## src/rtl/dop_pkg.sv

```systemverilog
// Shared DoP definitions for the DSD-over-PCM packer.
// Holds the marker bytes, the word and payload widths, the default silence
// payload, the transmit word layout and the marker sequencing helper.
package dop_pkg;

    localparam int unsigned DOP_WORD_W    = 24;
    localparam int unsigned DOP_PAYLOAD_W = 16;
    localparam int unsigned DOP_MARKER_W  = 8;

    localparam logic [DOP_MARKER_W-1:0]  DOP_MARKER_A     = 8'h05;
    localparam logic [DOP_MARKER_W-1:0]  DOP_MARKER_B     = 8'hFA;
    localparam logic [DOP_PAYLOAD_W-1:0] DOP_IDLE_DEFAULT = 16'h6969;

    // One DoP word as sent on the wire: marker byte first, then payload.
    typedef struct packed {
        logic [DOP_MARKER_W-1:0]  marker;
        logic [DOP_PAYLOAD_W-1:0] payload;
    } dop_word_t;

    // Markers alternate 0x05 / 0xFA from one frame to the next.
    function automatic logic [DOP_MARKER_W-1:0] dop_next_marker(
        input logic [DOP_MARKER_W-1:0] marker
    );
        return (marker == DOP_MARKER_A) ? DOP_MARKER_B : DOP_MARKER_A;
    endfunction

endpackage

```

## src/rtl/dop_word_fifo.sv

```systemverilog
// Synchronous FIFO of 16-bit DoP payloads.
// Ports: clk, rst_n (async active-low), push/wdata (write), pop/rdata
// (show-ahead read), full, empty, level (occupancy 0..FIFO_DEPTH).
// A pop on empty is ignored. A push on full is accepted only when a pop
// happens in the same cycle.
module dop_word_fifo
    import dop_pkg::*;
#(
    parameter int unsigned FIFO_DEPTH = 4
) (
    input  logic                          clk,
    input  logic                          rst_n,
    input  logic                          push,
    input  logic                          pop,
    input  logic [DOP_PAYLOAD_W-1:0]      wdata,
    output logic [DOP_PAYLOAD_W-1:0]      rdata,
    output logic                          full,
    output logic                          empty,
    output logic [$clog2(FIFO_DEPTH):0]   level
);

    localparam int unsigned PTR_W = $clog2(FIFO_DEPTH);
    localparam int unsigned LVL_W = PTR_W + 1;

    logic [DOP_PAYLOAD_W-1:0] mem [FIFO_DEPTH];
    logic [PTR_W-1:0]         wptr;
    logic [PTR_W-1:0]         rptr;
    logic                     do_push;
    logic                     do_pop;

    // Status flags come straight from the registered occupancy.
    always_comb begin
        full    = (level == LVL_W'(FIFO_DEPTH));
        empty   = (level == '0);
        do_pop  = pop && !empty;
        do_push = push && (!full || do_pop);
        rdata   = mem[rptr];
    end

    // Storage array; no reset needed because level gates every read.
    always_ff @(posedge clk) begin
        if (do_push) begin
            mem[wptr] <= wdata;
        end
    end

    // Pointers wrap naturally since the depth is a power of two.
    always_ff @(posedge clk or negedge rst_n) begin
        if (!rst_n) begin
            wptr  <= '0;
            rptr  <= '0;
            level <= '0;
        end else begin
            if (do_push) begin
                wptr <= wptr + PTR_W'(1);
            end
            if (do_pop) begin
                rptr <= rptr + PTR_W'(1);
            end
            level <= level + LVL_W'(do_push) - LVL_W'(do_pop);
        end
    end

endmodule

```

## src/rtl/dsd_dop_packer.sv

```systemverilog
// DSD-over-PCM packer: packs 16 DSD bits per DoP word, queues the words and
// sends them as an I2S master stream clocked by bclk.
// Ports: bclk, rst_n (async active-low), dsd_in/dsd_valid (bit stream),
// flags_clr (clears sticky flags), ws_out/sdata_out (I2S, MSB first, one-bit
// delay), overflow/underflow (sticky), fifo_level (queued words).
// Optional macro DOP_RIGHT_DUP_EN: when defined the right slot repeats the
// left-slot word; when undefined the right slot is silent.
module dsd_dop_packer
    import dop_pkg::*;
#(
    parameter int unsigned              FIFO_DEPTH   = 4,
    parameter int unsigned              SLOT_BITS    = 32,
    parameter logic [DOP_PAYLOAD_W-1:0] IDLE_PATTERN = DOP_IDLE_DEFAULT
) (
    input  logic                        bclk,
    input  logic                        rst_n,
    input  logic                        dsd_in,
    input  logic                        dsd_valid,
    input  logic                        flags_clr,
    output logic                        ws_out,
    output logic                        sdata_out,
    output logic                        overflow,
    output logic                        underflow,
    output logic [$clog2(FIFO_DEPTH):0] fifo_level
);

    localparam int unsigned FRAME_LEN = 2 * SLOT_BITS;
    localparam int unsigned FCNT_W    = $clog2(FRAME_LEN);
    localparam int unsigned BIT_IDX_W = $clog2(DOP_WORD_W);

    logic [FCNT_W-1:0]        fcnt;
    logic [FCNT_W-1:0]        fcnt_nxt;
    logic [FCNT_W-1:0]        slot_pos;
    logic [BIT_IDX_W-1:0]     bit_idx;
    logic                     right_nxt;
    logic                     slot_en;
    logic                     sdata_nxt;
    logic [14:0]              shift_reg;
    logic [3:0]               pack_cnt;
    logic [DOP_PAYLOAD_W-1:0] packed_word;
    logic                     word_done;
    logic                     load;
    logic                     ov_evt;
    logic                     uf_evt;
    dop_word_t                tx_word;
    logic [DOP_MARKER_W-1:0]  next_marker;
    logic [DOP_PAYLOAD_W-1:0] fifo_rdata;
    logic                     fifo_full;
    logic                     fifo_empty;

    // Packing, frame timing and flag events.
    // A full FIFO at the load point always pops, so the push still fits.
    always_comb begin
        word_done   = dsd_valid && (pack_cnt == 4'd15);
        packed_word = {shift_reg, dsd_in};
        load        = (fcnt == FCNT_W'(FRAME_LEN - 1));
        fcnt_nxt    = load ? '0 : fcnt + FCNT_W'(1);
        ov_evt      = word_done && fifo_full && !load;
        uf_evt      = load && fifo_empty;
    end

    // Serial bit for the next cycle; slot position 0 is the I2S delay bit.
    always_comb begin
        right_nxt = (fcnt_nxt >= FCNT_W'(SLOT_BITS));
        slot_pos  = right_nxt ? (fcnt_nxt - FCNT_W'(SLOT_BITS)) : fcnt_nxt;
`ifdef DOP_RIGHT_DUP_EN
        slot_en   = 1'b1;
`else
        slot_en   = !right_nxt;
`endif
        bit_idx   = '0;
        sdata_nxt = 1'b0;
        if (slot_en && (slot_pos != '0) && (slot_pos <= FCNT_W'(DOP_WORD_W))) begin
            bit_idx   = BIT_IDX_W'(DOP_WORD_W - 32'(slot_pos));
            sdata_nxt = tx_word[bit_idx];
        end
    end

    // Packer, frame counter, serialiser output, word load and sticky flags.
    always_ff @(posedge bclk or negedge rst_n) begin
        if (!rst_n) begin
            fcnt        <= '0;
            ws_out      <= 1'b0;
            sdata_out   <= 1'b0;
            shift_reg   <= '0;
            pack_cnt    <= '0;
            tx_word     <= {DOP_MARKER_A, IDLE_PATTERN};
            next_marker <= DOP_MARKER_B;
            overflow    <= 1'b0;
            underflow   <= 1'b0;
        end else begin
            fcnt      <= fcnt_nxt;
            ws_out    <= right_nxt;
            sdata_out <= sdata_nxt;
            if (dsd_valid) begin
                shift_reg <= packed_word[14:0];
                pack_cnt  <= pack_cnt + 4'd1;
            end
            if (load) begin
                tx_word     <= {next_marker, fifo_empty ? IDLE_PATTERN : fifo_rdata};
                next_marker <= dop_next_marker(next_marker);
            end
            overflow  <= (overflow && !flags_clr) || ov_evt;
            underflow <= (underflow && !flags_clr) || uf_evt;
        end
    end

    dop_word_fifo #(
        .FIFO_DEPTH (FIFO_DEPTH)
    ) u_fifo (
        .clk   (bclk),
        .rst_n (rst_n),
        .push  (word_done),
        .pop   (load),
        .wdata (packed_word),
        .rdata (fifo_rdata),
        .full  (fifo_full),
        .empty (fifo_empty),
        .level (fifo_level)
    );

endmodule

```

## config.mk

```make
export PLATFORM = sky130hd
export DESIGN_NAME = dsd_dop_packer
export DESIGN_NICKNAME = d
export VERILOG_FILES = /design/src/rtl/dop_pkg.sv /design/src/rtl/dop_word_fifo.sv /design/src/rtl/dsd_dop_packer.sv
export SDC_FILE = /design/constraint.sdc
export NUM_CORES = 1
export LEC_CHECK = 0
export ABC_AREA = 0
export ABC_CLOCK_PERIOD_IN_PS = 4410
export BUFFER_PORTS_ARGS = -buffer_cell sky130_fd_sc_hd__buf_2
export CAP_MARGIN = 20
export CORE_UTILIZATION = 45
export DETAILED_ROUTE_END_ITERATION = 10
export GPL_ROUTABILITY_DRIVEN = 0
export PLACE_DENSITY = 0.62
export SYNTH_ARGS = -nofsm -noshare
export SYNTH_HDL_FRONTEND = slang
export SYNTH_SLANG_ARGS = --single-unit
```

## constraint.sdc

```tcl
create_clock -name bclk -period 4.41 [get_ports bclk]
set_input_delay 0.2205 -clock bclk [delete_from_list [all_inputs] [get_ports bclk]]
set_output_delay 0.2205 -clock bclk [all_outputs]
set_load 0.05 [all_outputs]
```

==> flow_summary.yaml, run 1 <==
outcome:
  outcome: "finished clean"
power_and_ir_drop:
  p_leak_uw: 0.00214
  power_density_nw_per_um2: 533
  p_comb_frac: 0.084
  ir_drop_mv: 0.389
  p_switching_uw: 749
  netSwitchingFraction: 0.248
  clkPwrFrac: 0.429
  intPower_uw: 2270
  seqPwrFrac: 0.487
route:
  top_layer: "met4"
  route.detailed.drc: 0
  route.met2.wl_mm: 3.98
  wl_per_cell_um: 17.1
  dr_wl_met3_um: 219
  wl_mm: 8.01
  num_vias: 2469
  ant_nets: 0
  drtIter0Drc: 159
  routed_via_density: 5.29
  routedLengthMet1_mm: 3.71
  dr.pass1.iters: 4
sta:
  max-slew-margin-rel: 0.452
  setup_viol: 0
  finalHoldViolations: 0
  fin_crit_sh: 0.630
  period_minus_slack_ns: 2.78
  worst_pin_slew_ns: 0.822
  fmax_mhz: 360
  skew_ns: 0.00780
  tns_ns: 0
  rsz0062_at_grt: "no"
  drv_slew: 0
yosys:
  netlist_area_um2: 4880
  yosysSeqAreaShare: 0.684
  synth_seq_cells: 120
  synth_nets: 309
  async_flop_share: 0.467
  synth_edf_count: 64
  synth_cell_type_count: 43
  synth_area_leader_cell: "edfxtp_1"
  yosys.cell_count.top_type: "edfxtp_1"
  synth_warnings: 0
  synth_top_cell_area_share: 0.394
  syn_avg_cell_area_um2: 16.5
  synthCells: 295
  yosys_most_used_dff: "edfxtp_1"
  ys_top_cells_by_area: "edfxtp_1 39%, dfrtp_1 24%, mux4_2 8.3%, dfstp_2 5.4%, mux2_2 3.7%"
  synth_commonest_cells: "64 x edfxtp_1, 46 x dfrtp_1, 22 x nand2_1"
floorplanning:
  io_pins: 12
  dieArea_um2: 11300
  core_area_um2: 10400
  die_x_um: 106
  rows: 37
  start_util: 0.468
  fp.dieH_um: 106
worst_setup_path:
  required_ns: 4.80
  worstSetupPathType: "reg2reg"
  crit_fanout: 14
  end_kind: "flop"
  slowest_stage: "dfrtp_1"
  start_kind: "flop"
  path_cells: "ha_1, nand3_2, nor2_1, nand2_2, inv_2, ha_1, inv_1, ha_1, fa_1, xnor2_1, xnor2_1"
  worst_ep_arrival_time_ns: 3.17
  cpMostUsedCell: "ha_1"
  worst_path_largest_cell_delay_ns: 0.58
flow_run:
  max_cap_viol_count: 0
clock_network:
  hold_buffers: 3
  cts.sinks: 120
  post_cts_buffers: 0
  cts_buffers: 17
  cts_buffer_depth: 2
  cts_root_buf: "clkbuf_8"
  clk_latency_ns: 0.51
  htree_num_levels: 4
  cts_tree: "done"
  clkTransAtPathRegs_ns: 0.06
  cts_resized: 0
cells_and_area:
  final-instance-count-excl-fill: 467
  drive_gt1_frac: 0.290
  largest_reg_flops: 64
  final_nets: 332
  fill_cells: 825
  syn2layout_area_growth_pct: 16.1
  antennaDiodeCount: 0
global_route:
  overflow: 0
  grt_pass1_wl_mm: 13.6
  grt_pass1_vias: 2616
  grtUsageTotal: 0.167
  grt_max_degree: 57
  grt_antenna_before_repair: 0
place:
  dpl.cell_count: 432
  dp_hpwl_mm: 5.00
  port_buffers: 11
min_path:
  hp-class: "in2reg"
-- worst paths after layout --
check | cells past startpoint | slack (ns) | to | from
hold reg to reg | 2 | 0.47 | next_marker[6] | next_marker[6]
setup / recovery | 11 | 1.63 | u_fifo.level[2] | fcnt[0]
min in group asynchronous | 3 | 0.39 | fcnt[2] | rst_n
setup reg to reg | 11 | 1.63 | u_fifo.level[2] | fcnt[0]
max in group asynchronous | 3 | 3.51 | shift_reg[0] | rst_n
hold / removal | 2 | 0.19 | pack_cnt[0] | dsd_valid
-- layer usage --
| metal | GRT usage | vias to the layer above |
|---|---|---|
| li1 | - | 1159 |
| met1 | 0.210 | 1268 |
| met2 | 0.260 | 35 |
| met3 | 0.0644 | 7 |
| met4 | 0.0694 | 0 |
| met5 | 0 | - |
-- power by group through the flow --
stage / Combinational [µW] / Clock, µW / Sequential, µW
finish: 253 / 1290 / 1470
global route: 285 / 1370 / 1490
CTS: 259 / 1320 / 1470
detailed placement: 257 / 0 / 1490
global placement: 251 / 0 / 1490
floorplan: 156 / 0 / 1500
-- stage by stage --
| stage | util | worst slack (ns) | instance area [µm²] | total power (µW) | hold WS, ns |
|---|---|---|---|---|---|
| after floorplan | - | 1.82 | 4880 | 1650 | -0.0751 |
| after global placement | 0.485 | 1.65 | 5050 | 1740 | 0.399 |
| after detailed placement | 0.486 | 1.59 | 5070 | 1750 | 0.412 |
| after CTS | 0.544 | 1.56 | 5660 | 3050 | 0.162 |
| after global routing | 0.544 | 1.38 | 5660 | 3150 | 0.198 |
| final | 0.544 | 1.63 | 5660 | 3020 | 0.186 |
-- layout by cell type (no fill, tap or decap), types with 5 or more instances in the layout --
cell,synthesis,layout
a22o_1,8,8
and2_1,5,5
buf_2,9,11
ha_1,8,8
clkbuf_16,0,16
o22a_1,8,8
o21ai_0,7,7
dfrtp_1,46,46
dfstp_2,10,10
nand2_1,22,22
nor2_1,7,7
edfxtp_1,64,64
xnor2_1,9,9
mux4_2,18,18
inv_1,11,11
mux2_2,16,16
-- worst max-delay path: cells and delay by family (launching register included) --
| kind | cells | cell delay [ns] |
|---|---|---|
| fa+ha+maj | 4 | 1.09 |
| flops | 1 | 0.58 |
| simple gates | 3 | 0.48 |
| xor+xnor | 2 | 0.27 |
| buf+inv | 2 | 0.24 |
-- cell families after synthesis --
family,after synthesis,share of synthesized area
xor+xnor,11,0.0198
simple gates,50,0.0503
mux,39,0.131
flops,120,0.684
buf+inv,26,0.0239
fa+ha+maj,9,0.0246
compound gates,40,0.0667
-- cell type report --
cell class / instances / area, µm² / area share
Clock inverter: 15 / 151 / 0.0267
Timing Repair Buffer: 18 / 123 / 0.0217
Multi-Input combinational cell: 149 / 1420 / 0.251
Tap cell: 136 / 170 / 0.0300
Inverter: 12 / 45.0 / 0.00795
Clock buffer: 17 / 414 / 0.0731
Sequential cell: 120 / 3340 / 0.589
Note: power is estimated with default switching activity, not from simulation.
==> run 2: changes to the inputs <==
Settings changed: ABC_CLOCK_PERIOD_IN_PS 4410 to 2300, PLACE_DENSITY 0.62 to 0.64.
Clock period 4.41 ns to 2.3 ns, I/O delays scaled along.
==> flow_summary.yaml, run 2 (same netlist as run 1, synthesis figures left out) <==
cells_and_area:
  final-instance-count-excl-fill: 482
  postLayoutCellArea_um2: 5940
  final_common_cell: "edfxtp_1"
  syn2layout_area_growth_pct: 21.9
  largest_reg_flops: 64
  drive_gt1_frac: 0.361
  antennaDiodeCount: 0
  layout_common_cells: "64 x edfxtp_1, 43 x dfrtp_1, 22 x nand2_1"
  final_nets: 348
place:
  dp_hpwl_mm: 5.13
  placed_cell_area_um2: 5290
  port_buffers: 11
  dp_slack_ns: 0.0342
  dpl.cell_count: 447
sta:
  fin_crit_sh: 0.958
  setup_viol: 0
  worst_slack_ns: 0.0969
  rsz0062_at_grt: "no"
  drv_slew: 0
  finalHoldViolations: 0
  skew_ns: 0.00483
  period_minus_slack_ns: 2.20
  holdWs_ns: 0.0617
  fmax_mhz: 454
  worst_pin_slew_ns: 0.753
  max-slew-margin-rel: 0.498
global_route:
  overflow: 0
  grtUsageTotal: 0.178
  grt_max_degree: 57
  grt_pass1_wl_mm: 14.4
  grt_pass1_vias: 2758
  grt_antenna_before_repair: 0
route:
  wl_mm: 8.63
  drtIter0Drc: 150
  routed_via_density: 5.28
  route.detailed.drc: 0
  dr.pass1.iters: 4
  ant_nets: 0
  wl_per_cell_um: 17.9
  num_vias: 2543
min_path:
  hold-path-cell-count: 3
  hp-class: "in2reg"
worst_setup_path:
  worst_ep_arrival_time_ns: 2.63
  start_kind: "flop"
  reg2regPathDepth: 9
  crit_fanout: 10
  end_kind: "flop"
  required_ns: 2.73
  worstSetupPathType: "reg2reg"
clock_network:
  cts_buffer_depth: 2
  cts_root_buf: "clkbuf_8"
  cts_tree: "done"
  clk_latency_ns: 0.51
  clkTransAtPathRegs_ns: 0.06
  cts.sinks: 120
  cts_buffers: 17
  htree_num_levels: 4
floorplanning:
  io_pins: 12
  start_util: 0.468
  die_x_um: 106
  core_area_um2: 10400
  fp.dieH_um: 106
  rows: 37
  dieArea_um2: 11300
power_and_ir_drop:
  p_leak_uw: 0.00225
  power_density_nw_per_um2: 1030
  power.total_uw: 6120
  ir_drop_mv: 0.809
flow_run:
  max_cap_viol_count: 0
outcome:
  outcome: "finished clean"
## run 2: where the power goes
group | switching [µW] | total (µW) | internal [µW]
Combinational | 329 | 596 | 268
Sequential | 206 | 2810 | 2600
Clock | 955 | 2720 | 1760
Total | 1490 | 6120 | 4630
## run 2: through the flow
stage | utilization | setup TNS (ns)
floorplan | - | -0.000205
global route | 0.571 | 0
finish | 0.571 | 0
CTS | 0.570 | 0
detailed placement | 0.508 | 0
global placement | 0.508 | 0
## run 2: repair_timing
| action | CTS | global route |
|---|---|---|
| hold endpoints to repair | 53 | 0 |
| hold buffers | 3 | 0 |
| gates resized for setup | 0 | 1 |
| setup buffers | 0 | 1 |
| endpoints found under the setup margin | 0 | 1 |
## run 2: cell type report
class	count	area, µm²
Clock buffer	17	414
Clock inverter	14	199
Fill cell	809	4470
Inverter	12	52.6
Multi-Input combinational cell	149	1480
Sequential cell	120	3340
Tap cell	136	170
Timing Repair Buffer	34	285
## run 2: metal layers
metal  up-vias  part of all wire  track usage
met3        10             0.029       0.0607
met4         0             0.010       0.0625
met1      1299              0.47        0.232
met2        33              0.49        0.280
met5         -                 0            0
li1       1201                 -            -
## run 2: final timing paths
path | start | endpoint | slack, ns
max reg2reg | u_fifo.level[1] | u_fifo.level[2] | 0.1
min in group asynchronous | rst_n | tx_word[22] | 0.28
max | u_fifo.level[1] | u_fifo.level[2] | 0.1
max in group asynchronous | rst_n | u_fifo.level[0] | 1.47
min reg2reg | tx_word[18] | tx_word[18] | 0.46
min | dsd_valid | overflow | 0.06
## run 2: worst max-delay path: stages (launching register included)
cell	delay (ns)
dfrtp_2	0.41
or3_4	0.43
nand2_8	0.11
inv_8	0.05
ha_4	0.25
inv_2	0.04
ha_4	0.15
fa_2	0.37
xnor2_2	0.17
xnor2_1	0.15
